<file path="src/rtl/tiger_icache_pkg.sv">
// Shared instruction-cache definitions: line geometry and fill-buffer state encoding.
// The read-side mux, the icache controller and the fill buffer all take their
// default geometry from here so that it has a single source.
package tiger_icache_pkg;

    // Default line geometry: word width, words per line, word-select width.
    localparam int unsigned IcacheN = 32;
    localparam int unsigned IcacheM = 8;
    localparam int unsigned IcacheS = 3;

    // Fill-buffer control states (binary encoded).
    typedef enum logic [1:0] {
        StIdle = 2'd0,
        StFill = 2'd1,
        StDone = 2'd2
    } fill_state_e;

endpackage

</file>
<file path="src/rtl/tiger_icache_line_demux.sv">
// Decodes a word slot index into M one-hot word write enables for the line register.
module tiger_icache_line_demux #(
    parameter int unsigned M = 8,
    parameter int unsigned S = 3
) (
    input  logic [S-1:0] slot,
    input  logic         we,
    output logic [M-1:0] en
);

    // One enable per word; at most one is high, and only while we is high.
    always_comb begin
        en = '0;
        for (int unsigned k = 0; k < M; k++) begin
            en[k] = we && (slot == S'(k));
        end
    end

endmodule

</file>
<file path="src/rtl/tiger_icache_fill_buffer.sv">
// Instruction-cache line fill buffer.
// Assembles one line from a critical-word-first wrapping memory burst, forwards the
// first beat early, and offers the finished line to the data RAM with valid/ready.
module tiger_icache_fill_buffer
    import tiger_icache_pkg::*;
#(
    parameter int unsigned N = IcacheN,
    parameter int unsigned M = IcacheM,
    parameter int unsigned S = IcacheS,
    parameter int unsigned W = M * N
) (
    input  logic         csi_clockreset_clk,
    input  logic         csi_clockreset_reset_n,
    input  logic         fill_start,
    input  logic [S-1:0] fill_offset,
    input  logic [N-1:0] mem_readdata,
    input  logic         mem_readdatavalid,
    output logic         busy,
    output logic         crit_valid,
    output logic [N-1:0] crit_word,
    output logic         line_valid,
    input  logic         line_ready,
    output logic [W-1:0] line_data,
    output logic         overrun
);

    // count runs 0..M-1 during a fill; the beat taken at LastBeat completes the line.
    localparam logic [S:0] LastBeat = (S + 1)'(M - 1);
    localparam logic [S:0] CountOne = (S + 1)'(1);

    fill_state_e    state_q, state_d;
    logic [S-1:0]   base_q, base_d;
    logic [S:0]     count_q, count_d;
    logic [N-1:0]   crit_word_q;
    logic           crit_valid_q, crit_valid_d;
    logic           overrun_q, overrun_d;
    logic [W-1:0]   line_q;

    logic           beat_we;
    logic           crit_load;
    logic [S-1:0]   slot;
    logic [M-1:0]   slot_en;

    // Wrapping slot: S-bit add truncates, so the burst wraps around the line for free.
    assign slot = base_q + count_q[S-1:0];

    tiger_icache_line_demux #(
        .M (M),
        .S (S)
    ) u_line_demux (
        .slot (slot),
        .we   (beat_we),
        .en   (slot_en)
    );

    // Next-state logic: fill sequencing, beat acceptance and handshake.
    always_comb begin
        state_d      = state_q;
        base_d       = base_q;
        count_d      = count_q;
        beat_we      = 1'b0;
        crit_load    = 1'b0;
        crit_valid_d = 1'b0;
        // Any beat seen while not filling is dropped but flagged.
        overrun_d    = mem_readdatavalid && (state_q != StFill);

        unique case (state_q)
            StIdle: begin
                if (fill_start) begin
                    base_d  = fill_offset;
                    count_d = '0;
                    state_d = StFill;
                end
            end
            StFill: begin
                if (mem_readdatavalid) begin
                    beat_we      = 1'b1;
                    crit_load    = (count_q == '0);
                    crit_valid_d = (count_q == '0);
                    count_d      = count_q + CountOne;
                    if (count_q == LastBeat) begin
                        state_d = StDone;
                    end
                end
            end
            StDone: begin
                if (line_ready) begin
                    state_d = StIdle;
                end
            end
            default: begin
                state_d = StIdle;
            end
        endcase
    end

    // Control state register.
    always_ff @(posedge csi_clockreset_clk or negedge csi_clockreset_reset_n) begin
        if (!csi_clockreset_reset_n) begin
            state_q <= StIdle;
        end else begin
            state_q <= state_d;
        end
    end

    // Fill bookkeeping plus registered critical-word and overrun outputs.
    always_ff @(posedge csi_clockreset_clk or negedge csi_clockreset_reset_n) begin
        if (!csi_clockreset_reset_n) begin
            base_q       <= '0;
            count_q      <= '0;
            crit_word_q  <= '0;
            crit_valid_q <= 1'b0;
            overrun_q    <= 1'b0;
        end else begin
            base_q       <= base_d;
            count_q      <= count_d;
            crit_valid_q <= crit_valid_d;
            overrun_q    <= overrun_d;
            if (crit_load) begin
                crit_word_q <= mem_readdata;
            end
        end
    end

    // Line register: each beat lands in the word slot selected by the demux.
    always_ff @(posedge csi_clockreset_clk or negedge csi_clockreset_reset_n) begin
        if (!csi_clockreset_reset_n) begin
            line_q <= '0;
        end else begin
            for (int unsigned k = 0; k < M; k++) begin
                if (slot_en[k]) begin
                    line_q[k*N +: N] <= mem_readdata;
                end
            end
        end
    end

    // Every output comes straight from a register.
    assign busy       = (state_q != StIdle);
    assign line_valid = (state_q == StDone);
    assign crit_valid = crit_valid_q;
    assign crit_word  = crit_word_q;
    assign overrun    = overrun_q;
    assign line_data  = line_q;

endmodule

</file>
<file path="config.mk">
export PLATFORM = sky130hd
export DESIGN_NAME = tiger_icache_fill_buffer
export DESIGN_NICKNAME = d
export VERILOG_FILES = /design/src/rtl/tiger_icache_pkg.sv /design/src/rtl/tiger_icache_line_demux.sv /design/src/rtl/tiger_icache_fill_buffer.sv
export SDC_FILE = /design/constraint.sdc
export NUM_CORES = 1
export LEC_CHECK = 0
export CORE_MARGIN = 2
export CORE_UTILIZATION = 43
export CTS_BUF_LIST = sky130_fd_sc_hd__clkbuf_16
export DETAILED_ROUTE_END_ITERATION = 12
export PLACE_DENSITY_LB_ADDON = 0.1
export SYNTH_ARGS = -nofsm -noshare
export SYNTH_HDL_FRONTEND = slang
export SYNTH_SLANG_ARGS = --single-unit
</file>
<file path="constraint.sdc">
create_clock -name csi_clockreset_clk -period 2.4 [get_ports csi_clockreset_clk]
set_input_delay 0.36 -clock csi_clockreset_clk [delete_from_list [all_inputs] [get_ports csi_clockreset_clk]]
set_output_delay 0.36 -clock csi_clockreset_clk [all_outputs]
set_load 0.02 [all_outputs]
</file>
==> results.py, run 1 <==
metrics = {
    "min_path": {
        "min-delay-path-class": "in -> async",
    },
    "power": {
        "power.density_cell_area_mw_per_mm2": 1753,
        "switching_share_of_power_pct": 36.16,
        "seq_power_share_pct": 30.3,
        "p_clk_share_pct": 15.4,
        "peakVddDrop_mv": 0.9534,
        "switchingPower_w": 0.01073,
        "cell_internal_pwr_w": 0.01895,
        "power_frac_comb_pct": 54.3,
        "leakage_power_summed_over_all_cells_nw": 7.398,
    },
    "place": {
        "place.gp.congestion": 0.7460,
        "post_dp_hpwl_um": 20470,
        "placed_cells_incl_taps": 1339,
        "buffer_ports.inserted": 331,
    },
    "logic_synthesis": {
        "synth_top_cell_area_share_pct": 65.94,
        "yosys.cell_count.top_type": "dfrtp_1",
        "syn_area_per_cell_um2": 16.81,
        "synth.yosys.warnings": 0,
        "post-synth-top-area-cell": "dfrtp_1",
        "post_synth_edffs": 0,
        "sequential_area_share_after_synthesis_pct": 65.94,
        "syn_nets": 719,
        "synth.lib_cells_used.distinct": 29,
        "post_synth_instance_area_mm2": 0.01135,
        "postSynthCellCount": 675,
        "synth_top_cells_by_count": "dfrtp_1, mux2_2, mux2_1",
        "netlist_top_cells_area": "dfrtp_1, mux2_2, mux2_1, buf_2, buf_4",
        "post_synthesis_sequential_element_count": 299,
        "asyncSetResetFlopFracSynth_pct": 100.0,
        "synth-main-ff-cell": "dfrtp_1",
    },
    "grt": {
        "grt_pass1_vias": 7388,
        "gr-usage-all-layers_pct": 21.30,
        "grt_max_degree": 59,
        "initial_antenna_violation_count": 0,
        "gr_overflow_total": 0,
        "grt_first_pass_wirelength_um": 46050,
    },
    "floorplanning": {
        "placement_rows": 59,
        "die-height_um": 166.4,
        "pin_count": 332,
        "design.core.area_mm2": 0.02598,
        "initial_utilization_pct": 43.67,
        "die_w_um": 166.4,
        "fp.dieArea_mm2": 0.02770,
    },
    "routing": {
        "route.detailed.vias_per_inst": 5.094,
        "totalWireLength_um": 32060,
        "drt_iter0_markers": 393,
        "detail_route.drc_violations": 0,
        "final_antenna_net_count": 0,
        "dr_total_vias": 7187,
        "drt_pass1_iterations": 4,
        "post_drt_wl_per_cell_um": 22.72,
    },
    "critical_path": {
        "classification_of_the_worst_setup_path": "reg -> reg",
        "cpMaxStageDelayCell": "fa_2",
        "reg2reg_setup_slack_ns": -0.007,
        "path_max_fanout": 7,
        "crit_reg_reg_startpoint": "count_q[0]",
        "crit_path_cell_trace": "ha_2 -> inv_2 -> fa_2 -> nand4b_1 -> nor3_4 -> buf_6 -> clkbuf_16 -> mux2_4",
        "cpLargestDelayFamily": "adder cells",
        "worst_setup_path_start_kind": "flip-flop",
        "r2r-end": "line_data[30]",
        "worst_r2r_path_depth": 8,
        "required_ns": 2.83,
        "critical-path-max-stage-delay_ns": 0.58,
        "critPathBufInv": 3,
        "setup.worst_path.end_class": "flip-flop",
        "cp.arrival_ns": 2.84,
    },
    "sta": {
        "worst_slew_margin_relative_to_its_limit_pct": 67.99,
        "timing.final.crit_share_pct": 100.3,
        "setup_slack_ns": -0.006662,
        "transition_at_the_pin_with_the_smallest_max_transition_slack_ns": 0.4802,
        "layout_min_cycle_time_ns": 2.407,
        "clock-skew-final_ns": 0.01672,
        "rsz_0062_raised_after_global_routing": "true",
        "number_of_setup_violations_in_the_final_report": 1,
        "max_freq_mhz": 415.5,
        "hold_violations": 0,
        "final_max_slew_viol_count": 0,
    },
    "cells_and_area": {
        "postLayoutCoreUtil_pct": 65.17,
        "layout.filler_cells": 1919,
        "multiInputGateArea_mm2": 0.003936,
        "final-instance-count-excl-fill": 1411,
        "seqCellArea_mm2": 0.007485,
        "drive_above_1_share_pct": 35.50,
        "antenna-diode-count": 0,
        "area_delta_synth_final_pct": 49.23,
        "final_nets": 1098,
    },
    "clock_tree": {
        "root_buffer": "clkbuf_16",
        "cts_made_buffers": 31,
        "worst_setup_hold_path_clk_slew_ns": 0.06,
        "cts_tree": "built",
        "cts_max_path_buffers": 3,
        "htree_levels": 1,
        "worstSkewPairLatency_ns": 0.56,
        "cts.sink_count": 299,
    },
    "run_status": {
        "violations": "negative setup slack",
        "status": "finished with violations",
    },
    "flow_run": {
        "drv.max_cap_violation_count": 0,
    },
}
power by group through the flow:
stage / Sequential [W] / Combinational [W] / Clock (W)
6_report: 0.00900 / 0.0161 / 0.00458
5_1_grt: 0.00936 / 0.0168 / 0.00488
4_1_cts: 0.00898 / 0.0149 / 0.00469
3_5_place_dp: 0.00903 / 0.0148 / 0
3_3_place_gp: 0.00895 / 0.0147 / 0
2_1_floorplan: 0.0120 / 0.00470 / 0
sequential cells by signal, indices dropped and copies added (netlist names):
signal,cells
line_data,256
count_q,4
base_q,3
crit_valid,1
crit_word,32
state_q,2
overrun,1
through the flow:
step / total power, W / instance area [um2] / TNS, ns / setup slack (ns) / hold WS [ns]
3_3_place_gp: 0.02363 / 15340 / -0.07317 / -0.006605 / 0.3285
2_1_floorplan: 0.01666 / 11350 / 0 / 0.1027 / 0.06441
6_report: 0.02969 / 16930 / -0.006662 / -0.006662 / 0.3337
4_1_cts: 0.02858 / 16330 / 0 / 0.003824 / 0.3341
5_1_grt: 0.03108 / 16930 / -4.279 / -0.09487 / 0.3705
3_5_place_dp: 0.02387 / 15340 / -1.790 / -0.08370 / 0.3291
final cells by class:
| type | instances | share of cell area [%] |
|---|---|---|
| Clock buffer | 31 | 4.581 |
| Clock inverter | 24 | 1.079 |
| Inverter | 9 | 0.1995 |
| Multi-Input combinational cell | 335 | 23.25 |
| Sequential cell | 299 | 44.20 |
| Tap cell | 335 | 2.475 |
| Timing Repair Buffer | 378 | 24.22 |
logic make-up after synthesis:
logic type | count (synthesis) | share of synthesized area, %
AND/OR/NAND/NOR | 27 | 1.665
adder cells (fa/ha/maj) | 4 | 0.5073
flip-flops | 299 | 65.94
multiplexers | 294 | 29.14
XOR/XNOR | 2 | 0.4190
buffers and inverters | 41 | 1.852
AO/OA/AOI/OAI | 8 | 0.4741
worst max path at each step:
stage               start             end  slack [ns]  cells past startpoint
6_report       count_q[0]   line_data[30]      -0.007                      8
5_1_grt         base_q[0]   line_data[30]       -0.09                      8
4_1_cts        count_q[0]  line_data[136]       0.004                      7
3_5_place_dp    base_q[0]   line_data[71]       -0.08                      7
3_3_place_gp    base_q[0]   line_data[74]      -0.007                      7
2_1_floorplan  count_q[0]  line_data[204]        0.10                      7
what timing repair did:
item | 4_1_cts | 5_1_grt
endpoints found under the setup margin | 65 | 191
setup buffers | 0 | 3
pin swaps | 1 | 5
hold buffers | 1 | 0
resized for setup | 4 | 76
hold endpoints to repair | 50 | 0
gates cloned | 0 | 13
layout by cell type, fill, tap and decap left out, types with 2 or more instances in the layout:
cell type	count
a22o_1	2
buf_12	19
buf_4	11
buf_6	6
buf_8	2
bufinv_16	3
clkbuf_16	40
clkdlybuf4s50_1	329
clkinv_1	4
clkinv_2	7
dfrtp_1	297
dfrtp_2	2
ha_1	2
inv_1	17
mux2_1	14
mux2_2	220
mux2_4	57
mux2i_1	3
nand2_1	5
nand3_2	3
nand4_1	2
nand4b_1	2
nor2_1	3
nor2b_1	3
nor3_4	4
o21ai_0	3
worst register-to-register path, cell delays in order (launching register included):
cell       delay, ns
dfrtp_1         0.35
ha_2            0.17
inv_2           0.04
fa_2            0.58
nand4b_1        0.24
nor3_4          0.19
buf_6           0.20
clkbuf_16       0.21
mux2_4          0.31
layer usage:
metal / wire length, um / share of wire [%] / vias to the layer above / GRT usage, %
met5: 0 / 0 / - / 0
met4: 925 / 2.9 / 0 / 6.447
met3: 2187 / 6.8 / 53 / 5.870
met2: 15220 / 47 / 233 / 34.55
met1: 13730 / 43 / 3746 / 28.17
li1: - / - / 3155 / -
Power figures use the tool's default switching activity.
==> run 2: changes to the inputs <==
- SKIP_LAST_GASP: unset -> 1
- SLEW_MARGIN: unset -> 0
==> results.py, run 2 (same netlist as run 1, synthesis figures left out) <==
metrics = {
    "clock_tree": {
        "cts_tree": "built",
        "htree_levels": 1,
        "root_buffer": "clkbuf_16",
        "worstSkewPairLatency_ns": 0.56,
        "cts.sink_count": 299,
        "cts_max_path_buffers": 3,
        "worst_setup_hold_path_clk_slew_ns": 0.06,
        "cts_made_buffers": 31,
    },
    "sta": {
        "layout_min_cycle_time_ns": 2.407,
        "timing.final.crit_share_pct": 100.3,
        "final_max_slew_viol_count": 0,
        "worst_slew_margin_relative_to_its_limit_pct": 67.97,
        "rsz_0062_raised_after_global_routing": "true",
        "transition_at_the_pin_with_the_smallest_max_transition_slack_ns": 0.4804,
        "hold_violations": 0,
        "clock-skew-final_ns": 0.01666,
        "setup-tns-final_ns": -0.006662,
        "max_freq_mhz": 415.5,
        "number_of_setup_violations_in_the_final_report": 1,
        "setup_slack_ns": -0.006662,
    },
    "grt": {
        "grt_pass1_vias": 7388,
        "initial_antenna_violation_count": 0,
        "gr_overflow_total": 0,
        "grt_first_pass_wirelength_um": 46050,
        "grt_max_degree": 59,
        "gr-usage-all-layers_pct": 21.30,
    },
    "cells_and_area": {
        "mostFrequentLayoutCell": "clkdlybuf4s50_1",
        "drive_above_1_share_pct": 35.50,
        "multiInputGateArea_mm2": 0.003936,
        "most-common-layout-cells": "clkdlybuf4s50_1, dfrtp_1, mux2_2",
        "postLayoutCoreUtil_pct": 65.15,
        "seqCellArea_mm2": 0.007485,
        "largest_reg_flops": 256,
        "antenna-diode-count": 0,
        "layout.filler_cells": 1919,
        "fin_area_mm2": 0.01693,
        "final_nets": 1098,
        "area_delta_synth_final_pct": 49.19,
    },
    "power": {
        "switching_share_of_power_pct": 36.17,
        "seq_power_share_pct": 30.3,
        "peakVddDrop_mv": 0.9534,
        "switchingPower_w": 0.01073,
        "p_clk_share_pct": 15.4,
        "leakage_power_summed_over_all_cells_nw": 7.397,
        "cell_internal_pwr_w": 0.01895,
        "power.density_cell_area_mw_per_mm2": 1753,
        "power_frac_comb_pct": 54.2,
    },
    "floorplanning": {
        "initial_utilization_pct": 43.67,
        "fp.dieArea_mm2": 0.02770,
        "placement_rows": 59,
        "die-height_um": 166.4,
        "design.core.area_mm2": 0.02598,
        "die_w_um": 166.4,
        "pin_count": 332,
    },
    "flow_run": {
        "drv.max_cap_violation_count": 0,
    },
    "critical_path": {
        "cp.arrival_ns": 2.84,
        "classification_of_the_worst_setup_path": "reg -> reg",
        "setup.worst_path.end_class": "flip-flop",
        "required_ns": 2.83,
        "path_max_fanout": 7,
        "worst_setup_path_start_kind": "flip-flop",
    },
    "routing": {
        "totalWireLength_um": 32060,
        "detail_route.drc_violations": 0,
        "dr_total_vias": 7185,
        "route.detailed.vias_per_inst": 5.092,
        "final_antenna_net_count": 0,
        "drt_iter0_markers": 393,
        "post_drt_wl_per_cell_um": 22.72,
        "drt_pass1_iterations": 4,
    },
    "place": {
        "buffer_ports.inserted": 331,
        "placement.cell_area_mm2": 0.01534,
        "place.gp.congestion": 0.7460,
        "post_dp_hpwl_um": 20470,
    },
    "min_path": {
        "min-delay-path-class": "in -> async",
    },
    "run_status": {
        "status": "finished with violations",
        "violations": "negative setup slack",
    },
}
[run 2: changes by cell type in the layout (fill, tap and decap cells not counted)]
| cell | previous run | this run |
|---|---|---|
| buf_12 | 19 | 18 |
| buf_8 | 2 | 3 |
[run 2: final cells by class]
type                       instances  share of cell area (%)
clock buffer                      31                   4.582
clock inverter                    24                   1.079
inverter                           9                  0.1996
multi-input combinational        335                   23.25
sequential                       299                   44.21
tap                              335                   2.476
timing repair buffer             378                   24.20
[run 2: final timing paths]
| kind | startpoint | end | slack, ns | cells after the start |
|---|---|---|---|---|
| worst min register to register | line_data[0] | line_data[0] | 0.48 | 1 |
| worst max-delay path | count_q[0] | line_data[30] | -0.007 | 8 |
| worst min-delay path | csi_clockreset_reset_n | line_data[167] | 0.33 | 2 |
| min in group csi_clockreset_clk | line_ready | state_q[1] | 0.41 | 3 |
| worst max register to register | count_q[0] | line_data[30] | -0.007 | 8 |
| max in group asynchronous | csi_clockreset_reset_n | line_data[94] | 1.30 | 3 |
[run 2: power by group through the flow]
stage	Sequential (W)	Clock (W)	Combinational (W)
2_1_floorplan	0.0120	0	0.00470
3_3_place_gp	0.00895	0	0.0147
3_5_place_dp	0.00903	0	0.0148
4_1_cts	0.00898	0.00469	0.0149
5_1_grt	0.00936	0.00488	0.0168
6_report	0.00900	0.00458	0.0161
[run 2: what timing repair did]
action	in CTS	in global routing
setup buffers	0	3
pin swaps	1	5
setup endpoints to repair	65	191
cloned	0	13
resized for setup	4	75
hold buffers	1	0
hold endpoints to repair	50	0
[run 2: layer usage]
layer / up-vias / wire (um) / GRT usage, %
met5: - / 0 / 0
met4: 0 / 925 / 6.447
met3: 53 / 2187 / 5.870
met2: 233 / 15220 / 34.55
met1: 3744 / 13730 / 28.17
li1: 3155 / - / -
[run 2: metrics by stage]
step	hold WS, ns	instances	setup WS, ns	total power, W
floorplan	0.06441	675	0.1027	0.01666
global placement	0.3285	1339	-0.006605	0.02363
detailed placement	0.3291	1339	-0.08370	0.02387
CTS	0.3341	1395	0.003824	0.02858
global route	0.3705	1411	-0.09487	0.03107
finish	0.3337	1411	-0.006662	0.02968
[run 2: worst max-delay path, stage by stage (launching register included)]
cell       delay (ns)
dfrtp_1          0.35
ha_2             0.17
inv_2            0.04
fa_2             0.58
nand4b_1         0.24
nor3_4           0.19
buf_6            0.20
clkbuf_16        0.21
mux2_4           0.31
